**src/rtl/lc3b_types.sv**
```systemverilog
// Shared LC-3b bus types used by the memory responder and its array.
package lc3b_types;

  typedef logic [15:0] lc3b_word;
  typedef logic [1:0]  lc3b_mem_wmask;

  localparam int LC3B_CNT_W = 4;

endpackage

```
**src/rtl/lc3b_mem_array.sv**
```systemverilog
// Word-addressed 16-bit storage: byte-masked synchronous write, combinational read.
module lc3b_mem_array
  import lc3b_types::*;
#(
  parameter int ADDR_BITS = 8
) (
  input  logic                 clk,
  input  logic                 we,
  input  lc3b_mem_wmask        wmask,
  input  logic [ADDR_BITS-1:0] addr,
  input  lc3b_word             wdata,
  output lc3b_word             rdata
);

  lc3b_word mem [2**ADDR_BITS];

  // Contents deliberately have no reset.
  always_ff @(posedge clk) begin
    if (we) begin
      if (wmask[0]) mem[addr][7:0]  <= wdata[7:0];
      if (wmask[1]) mem[addr][15:8] <= wdata[15:8];
    end
  end

  assign rdata = mem[addr];

endmodule

```
**src/rtl/lc3b_mem_responder.sv**
```systemverilog
// Fixed-latency memory model answering LC-3b CPU read/write requests.
//   state | meaning
//   IDLE  | waiting for exactly one of mem_read / mem_write
//   BUSY  | latency countdown on the captured request
//   DONE  | mem_resp pulse; write lands on the edge leaving this state
module lc3b_mem_responder
  import lc3b_types::*;
#(
  parameter int LATENCY   = 3,
  parameter int ADDR_BITS = 8
) (
  input  logic          clk,
  input  logic          rst_n,
  input  logic          mem_read,
  input  logic          mem_write,
  input  lc3b_word      mem_address,
  input  lc3b_word      mem_wdata,
  input  lc3b_mem_wmask mem_byte_enable,
  output logic          mem_resp,
  output lc3b_word      mem_rdata,
  output logic          proto_err
);

  typedef enum logic [1:0] {IDLE, BUSY, DONE} state_t;

  localparam logic [LC3B_CNT_W-1:0] CNT_LOAD = LC3B_CNT_W'(LATENCY - 1);

  state_t                  state, next_state;
  logic [LC3B_CNT_W-1:0]   cnt;
  logic                    op_write;
  logic [ADDR_BITS-1:0]    idx_q;
  lc3b_word                wdata_q;
  lc3b_mem_wmask           mask_q;
  lc3b_word                rdata_q;
  logic                    proto_err_q;

  logic                    req_one, req_any, req_both;
  logic                    arr_we, load_rdata, rd_op;
  logic [ADDR_BITS-1:0]    arr_addr;
  lc3b_word                arr_rdata;
  logic                    unused_addr;

  assign req_one     = mem_read ^ mem_write;
  assign req_any     = mem_read | mem_write;
  assign req_both    = mem_read & mem_write;
  assign unused_addr = ^{mem_address[15:ADDR_BITS+1], mem_address[0]};

  always_ff @(posedge clk) begin
    if (!rst_n) state <= IDLE;
    else        state <= next_state;
  end

  always_comb begin
    next_state = state;
    unique case (state)
      IDLE: if (req_one) next_state = (LATENCY == 1) ? DONE : BUSY;
      BUSY: begin
        if (!req_any)      next_state = IDLE;
        else if (cnt <= 1) next_state = DONE;
      end
      DONE:    next_state = IDLE;
      default: next_state = IDLE;
    endcase
  end

  always_comb begin
    mem_resp   = (state == DONE);
    rd_op      = (state == IDLE) ? mem_read : !op_write;
    load_rdata = (state != DONE) && (next_state == DONE) && rd_op;
    arr_we     = (state == DONE) && op_write && rst_n;
    // In IDLE the array is addressed straight from the bus so LATENCY=1 reads work.
    arr_addr   = (state == IDLE) ? mem_address[ADDR_BITS:1] : idx_q;
  end

  always_ff @(posedge clk) begin
    if (!rst_n) begin
      cnt         <= '0;
      op_write    <= 1'b0;
      idx_q       <= '0;
      wdata_q     <= '0;
      mask_q      <= '0;
      rdata_q     <= '0;
      proto_err_q <= 1'b0;
    end else begin
      if (state == IDLE && req_both) proto_err_q <= 1'b1;
      if (load_rdata) rdata_q <= arr_rdata;
      unique case (state)
        IDLE: if (req_one) begin
          cnt      <= CNT_LOAD;
          op_write <= mem_write;
          idx_q    <= mem_address[ADDR_BITS:1];
          wdata_q  <= mem_wdata;
          mask_q   <= mem_byte_enable;
        end
        BUSY:    cnt <= req_any ? cnt - 1'b1 : '0;
        default: cnt <= '0;
      endcase
    end
  end

  assign mem_rdata = rdata_q;
  assign proto_err = proto_err_q;

  lc3b_mem_array #(.ADDR_BITS(ADDR_BITS)) u_array (
    .clk   (clk),
    .we    (arr_we),
    .wmask (mask_q),
    .addr  (arr_addr),
    .wdata (wdata_q),
    .rdata (arr_rdata)
  );

endmodule

```
**config.mk**
```make
export PLATFORM = sky130hd
export DESIGN_NAME = lc3b_mem_responder
export DESIGN_NICKNAME = d
export VERILOG_FILES = /design/src/rtl/lc3b_types.sv /design/src/rtl/lc3b_mem_array.sv /design/src/rtl/lc3b_mem_responder.sv
export SDC_FILE = /design/constraint.sdc
export NUM_CORES = 2
export LEC_CHECK = 0
export CELL_PAD_IN_SITES_DETAIL_PLACEMENT = 0
export CELL_PAD_IN_SITES_GLOBAL_PLACEMENT = 1
export CORE_ASPECT_RATIO = 0.75
export CORE_MARGIN = 10
export CORE_UTILIZATION = 40
export CTS_BUF_LIST = sky130_fd_sc_hd__clkbuf_4 sky130_fd_sc_hd__clkbuf_8 sky130_fd_sc_hd__clkbuf_16
export CTS_CLUSTER_DIAMETER = 30
export CTS_CLUSTER_SIZE = 40
export DETAILED_ROUTE_END_ITERATION = 7
export PLACE_DENSITY_LB_ADDON = 0.1
export SETUP_SLACK_MARGIN = 0.3
export SYNTH_ARGS = -nofsm -noshare
export SYNTH_HDL_FRONTEND = slang
export SYNTH_HIERARCHICAL = 1
export SYNTH_SLANG_ARGS = --single-unit
export TNS_END_PERCENT = 5
```
**constraint.sdc**
```tcl
create_clock -name clk -period 4.62 [get_ports clk]
set_input_delay 0.924 -clock clk [delete_from_list [all_inputs] [get_ports clk]]
set_output_delay 0.924 -clock clk [all_outputs]
set_load 0.03 [all_outputs]
```
==> results.env <==
YOSYS_TOP_CELL_BY_AREA='edfxtp_1'
FMAX_MHz=238.0
NUMBER_OF_BUFFERS_INSERTED_BY_POST_CTS_SETUP_REPAIR=0
MAX-SLEW-MARGIN-REL_PCT=14.84
CRIT_FANOUT=15
CTS-HTREE-LEVELS=6
FLOORPLAN.DIE_AREA_UM2=422300
CLOCKROOTBUFFER='clkbuf_16'
FLOORPLAN.CORE_AREA_UM2=395400
WIRE_LENGTH_OF_THE_FIRST_GLOBAL_ROUTING_PASS_UM=625800
FIN_CRIT_NS=4.202
DRC=0
NUMBER_OF_GLOBAL_ROUTE_VIAS_BEFORE_REPAIR=83070
CTS_NUM_SINKS=4146
NUMBER_OF_FLOPS_MAPPED_TO_ENABLE_CELLS_BY_YOSYS=4096
DRIVE_GT1_SHARE_PCT=36.96
DIE-WIDTH_UM=747.0
CHIPHEIGHT_UM=565.3
YS_TYPES=41
DRV_SLEW=0
ROUTED_VIA_DENSITY=5.585
PRE_CTS_SLACK_NS=-0.6107
WORSTPATHBUFFERINVERTERCOUNT=4
SYNTH_SEQ_CELLS=4146
ANTENNA_VIOLATIONS_BEFORE_REPAIR=23
STDCELL_AREA_UM2=197900
CLK_PIN_SLEW_NS=0.05
CP_SLOWEST_CELL='dfxtp_1'
HOLD_BUFS_AT_CTS=0
REQUIRED_NS=5.53
WORST_SETUP_PATH_END_KIND='register'
SEQ_AREA_FRAC_SYNTH_PCT=78.20
SYNTHESIS.NETS=7273
NETS=8597
RSZ0062_AT_GRT='true'
FILLERS=31720
GRT-OVFL-TOTAL=0
CTS-BUFFERS-INSERTED=709
SYNTH.TOP_CELL.AREA_SHARE_PCT=77.57
DETAIL_ROUTE.WIRELENGTH_UM=442500
SYN_AVG_CELL_AREA_UM2=21.93
SYNTHESIS.AREA_UM2=158600
CELLLEAKAGEPOWER_uW=0.06511
DRV.MAX_CAP_VIOLATION_COUNT=0
PLACE_HPWL_UM=267500
TIMING_WORST_SETUP_PATH_TYPE='register to register'
SYNTH-WARNING-COUNT=6
SYNTH_AREA_LEADERS='edfxtp_1 78%, mux4_2 15%, a22oi_1 2.4%'
YOSYS_MOST_USED_DFF='edfxtp_1'
PLACE_CONGESTION=0.7751
VDD.IR_DROP.WORST_mV=0.3692
CELL_COUNT_FINAL_FILLERS_OUT=14420
WL_PER_CELL_UM=30.69
FLOORPLAN.INITIALDENSITY_PCT=40.11
WORST_EP_ARRIVAL_TIME_NS=5.11
WORST_PATH_TOP_CELL_FAMILY_BY_DELAY='compound AO/OA/AOI/OAI gates'
CP_COMMON_CELL='buf_12'
CLOCK_TREE.BUFFER_DEPTH=4
POST_DP_CELL_AREA_UM2=173300
FINAL_UTIL_PCT=50.06
IO_PINS=56
SETUP_VIOL=0
CTS_TREE='done'
TIGHTEST_SLEW_NS=1.277
DRT_PASS1_ITERATIONS=5
ASYNC_RESET_FF_SHARE_PCT=0
TIMING.FINAL.CRIT_SHARE_PCT=90.94
PLACEMENT_ROWS=200
HOLD_CLASS='register to register'
PORT_BUFFERS=47
NUMPLACEDINSTANCES=13100
DRTITER0DRC=8589
PIN_COUNT_OF_THE_BIGGEST_NET_ENTERING_GLOBAL_ROUTING=173
WORSTPATHCELLLIST='nor2_4, mux2_8, buf_12, buf_12, buf_12, mux4_2, a22oi_1, a21oi_1, o41ai_1, buf_4, nand4_1, nand2_1, mux2i_1'
LAYOUT-AREA-OVERHEAD-VS-SYNTH_PCT=24.82
WORST_CLOCK_SKEW_NS=0.05253
WORST_PATH_LARGEST_CELL_DELAY_NS=0.57
NETLIST_INSTANCES=7231
OUTCOME='finished clean'
MOSTFREQUENTLAYOUTCELL='edfxtp_1'
POWER_PER_CELL_AREA_nW_PER_UM2=534.6
GROUTE.USAGE.OVERALL_PCT=20.54
LAYOUT_SETUP_WS_NS=0.4184
ANT_NETS=0
CLOCK_INSERTION_DELAY_WORST_SKEW_NS=1.06
NUMBER_OF_FAILING_HOLD_ENDPOINTS_AT_THE_FINAL_STAGE=0
CRITICAL_PATH.STARTPOINT_TYPE='register'
NUM_VIAS=80530
LAYOUT.CELLS.MOST_COMMON_LIST='4,096 x edfxtp_1, 1,024 x mux4_2, 891 x buf_4'
==> worst reg2reg max path, delay by kind of cell (launching register included) <==
| kind | cells | cell delay [ns] |
|---|---|---|
| AO/OA/AOI/OAI | 3 | 1.19 |
| buffers and inverters | 4 | 0.92 |
| flip-flops | 1 | 0.57 |
| multiplexers | 3 | 1.08 |
| AND/OR/NAND/NOR | 3 | 0.33 |
==> what timing repair did <==
item / 4_1_cts / 5_1_grt
cloned: 0 / 1
endpoints found under the setup margin: 4 / 16
gates resized for setup: 2 / 3
endpoints found under the hold margin: 0 / 0
==> per-stage QoR <==
step,power (µW),hold slack [ns],setup TNS (ns)
after floorplan,48710,0.4737,0
after global placement,53370,0.4540,-1.283
after detailed placement,53470,0.4530,-1.216
after CTS,106900,0.4152,0
after global routing,109200,0.4772,0
final,105800,0.4606,0
==> state kept, by name (all words and copies together) (netlist names) <==
| register | flops |
|---|---|
| mask_q | 2 |
| wdata_q | 16 |
| op_write | 1 |
| mem_rdata | 16 |
| u_array/mem | 4096 |
| proto_err | 1 |
| cnt | 4 |
| state | 2 |
| idx_q | 8 |
==> report_power, final <==
group / internal (µW) / total, µW / switching, µW / leakage [µW]
combinational: 4190 / 10300 / 6150 / 0.0146
sequential: 42000 / 42300 / 323 / 0.0386
clock: 34700 / 53200 / 18500 / 0.0119
==> layout make-up <==
type	count	area (µm²)	share of cell area, %
diodes	4	10.01	0.005057
well taps	5252	6571	3.320
flip-flops and latches	4146	124100	62.68
multi-input cells	2613	32710	16.52
inverters	4	15.01	0.007586
repair buffers	1081	10020	5.061
clock inverters	517	5831	2.946
clock buffers	802	18720	9.459
==> layer usage <==
| metal | GRT usage (%) | vias to the layer above | part of all wire (%) | routed length (µm) |
|---|---|---|---|---|
| met5 | 0 | - | 0.0029 | 13 |
| met4 | 5.375 | 2 | 2.4 | 10650 |
| met3 | 4.242 | 599 | 7.1 | 31200 |
| met2 | 30.85 | 2738 | 45 | 199300 |
| met1 | 30.66 | 43540 | 46 | 201400 |
| li1 | - | 33650 | - | - |
==> cells by family after synthesis <==
group,Yosys count,synth area share (%)
buffers and inverters,473,1.416
adders and majority gates,4,0.03156
xor gates and xnor gates,2,0.01105
muxes,1076,14.88
AOI/OAI and AO/OA,840,3.667
and+or+nand+nor,690,1.798
DFF,4146,78.20
==> cells in the mapped netlist, types with 3 or more instances <==
master,instances
buf_1,64
buf_2,63
buf_6,32
buf_4,33
a21oi_1,258
mux2_2,8
clkbuf_1,274
nand4_1,24
o41ai_1,54
o41ai_2,10
nor2_1,520
nand2_1,59
a22oi_1,512
inv_1,4
nand3_1,32
mux2i_1,44
nor2b_1,37
and2_1,3
ha_1,4
dfxtp_1,50
mux4_2,1024
edfxtp_1,4096
==> worst paths after layout <==
path,startpoint,end,slack [ns],depth (start not counted)
setup / recovery,state[1],mem_rdata[14],0.42,13
hold reg to reg,mem_rdata[3],mem_rdata[3],0.46,2
setup reg to reg,state[1],mem_rdata[14],0.42,13
hold / removal,mem_rdata[3],mem_rdata[3],0.46,2
(Power assumes the default switching activity.)
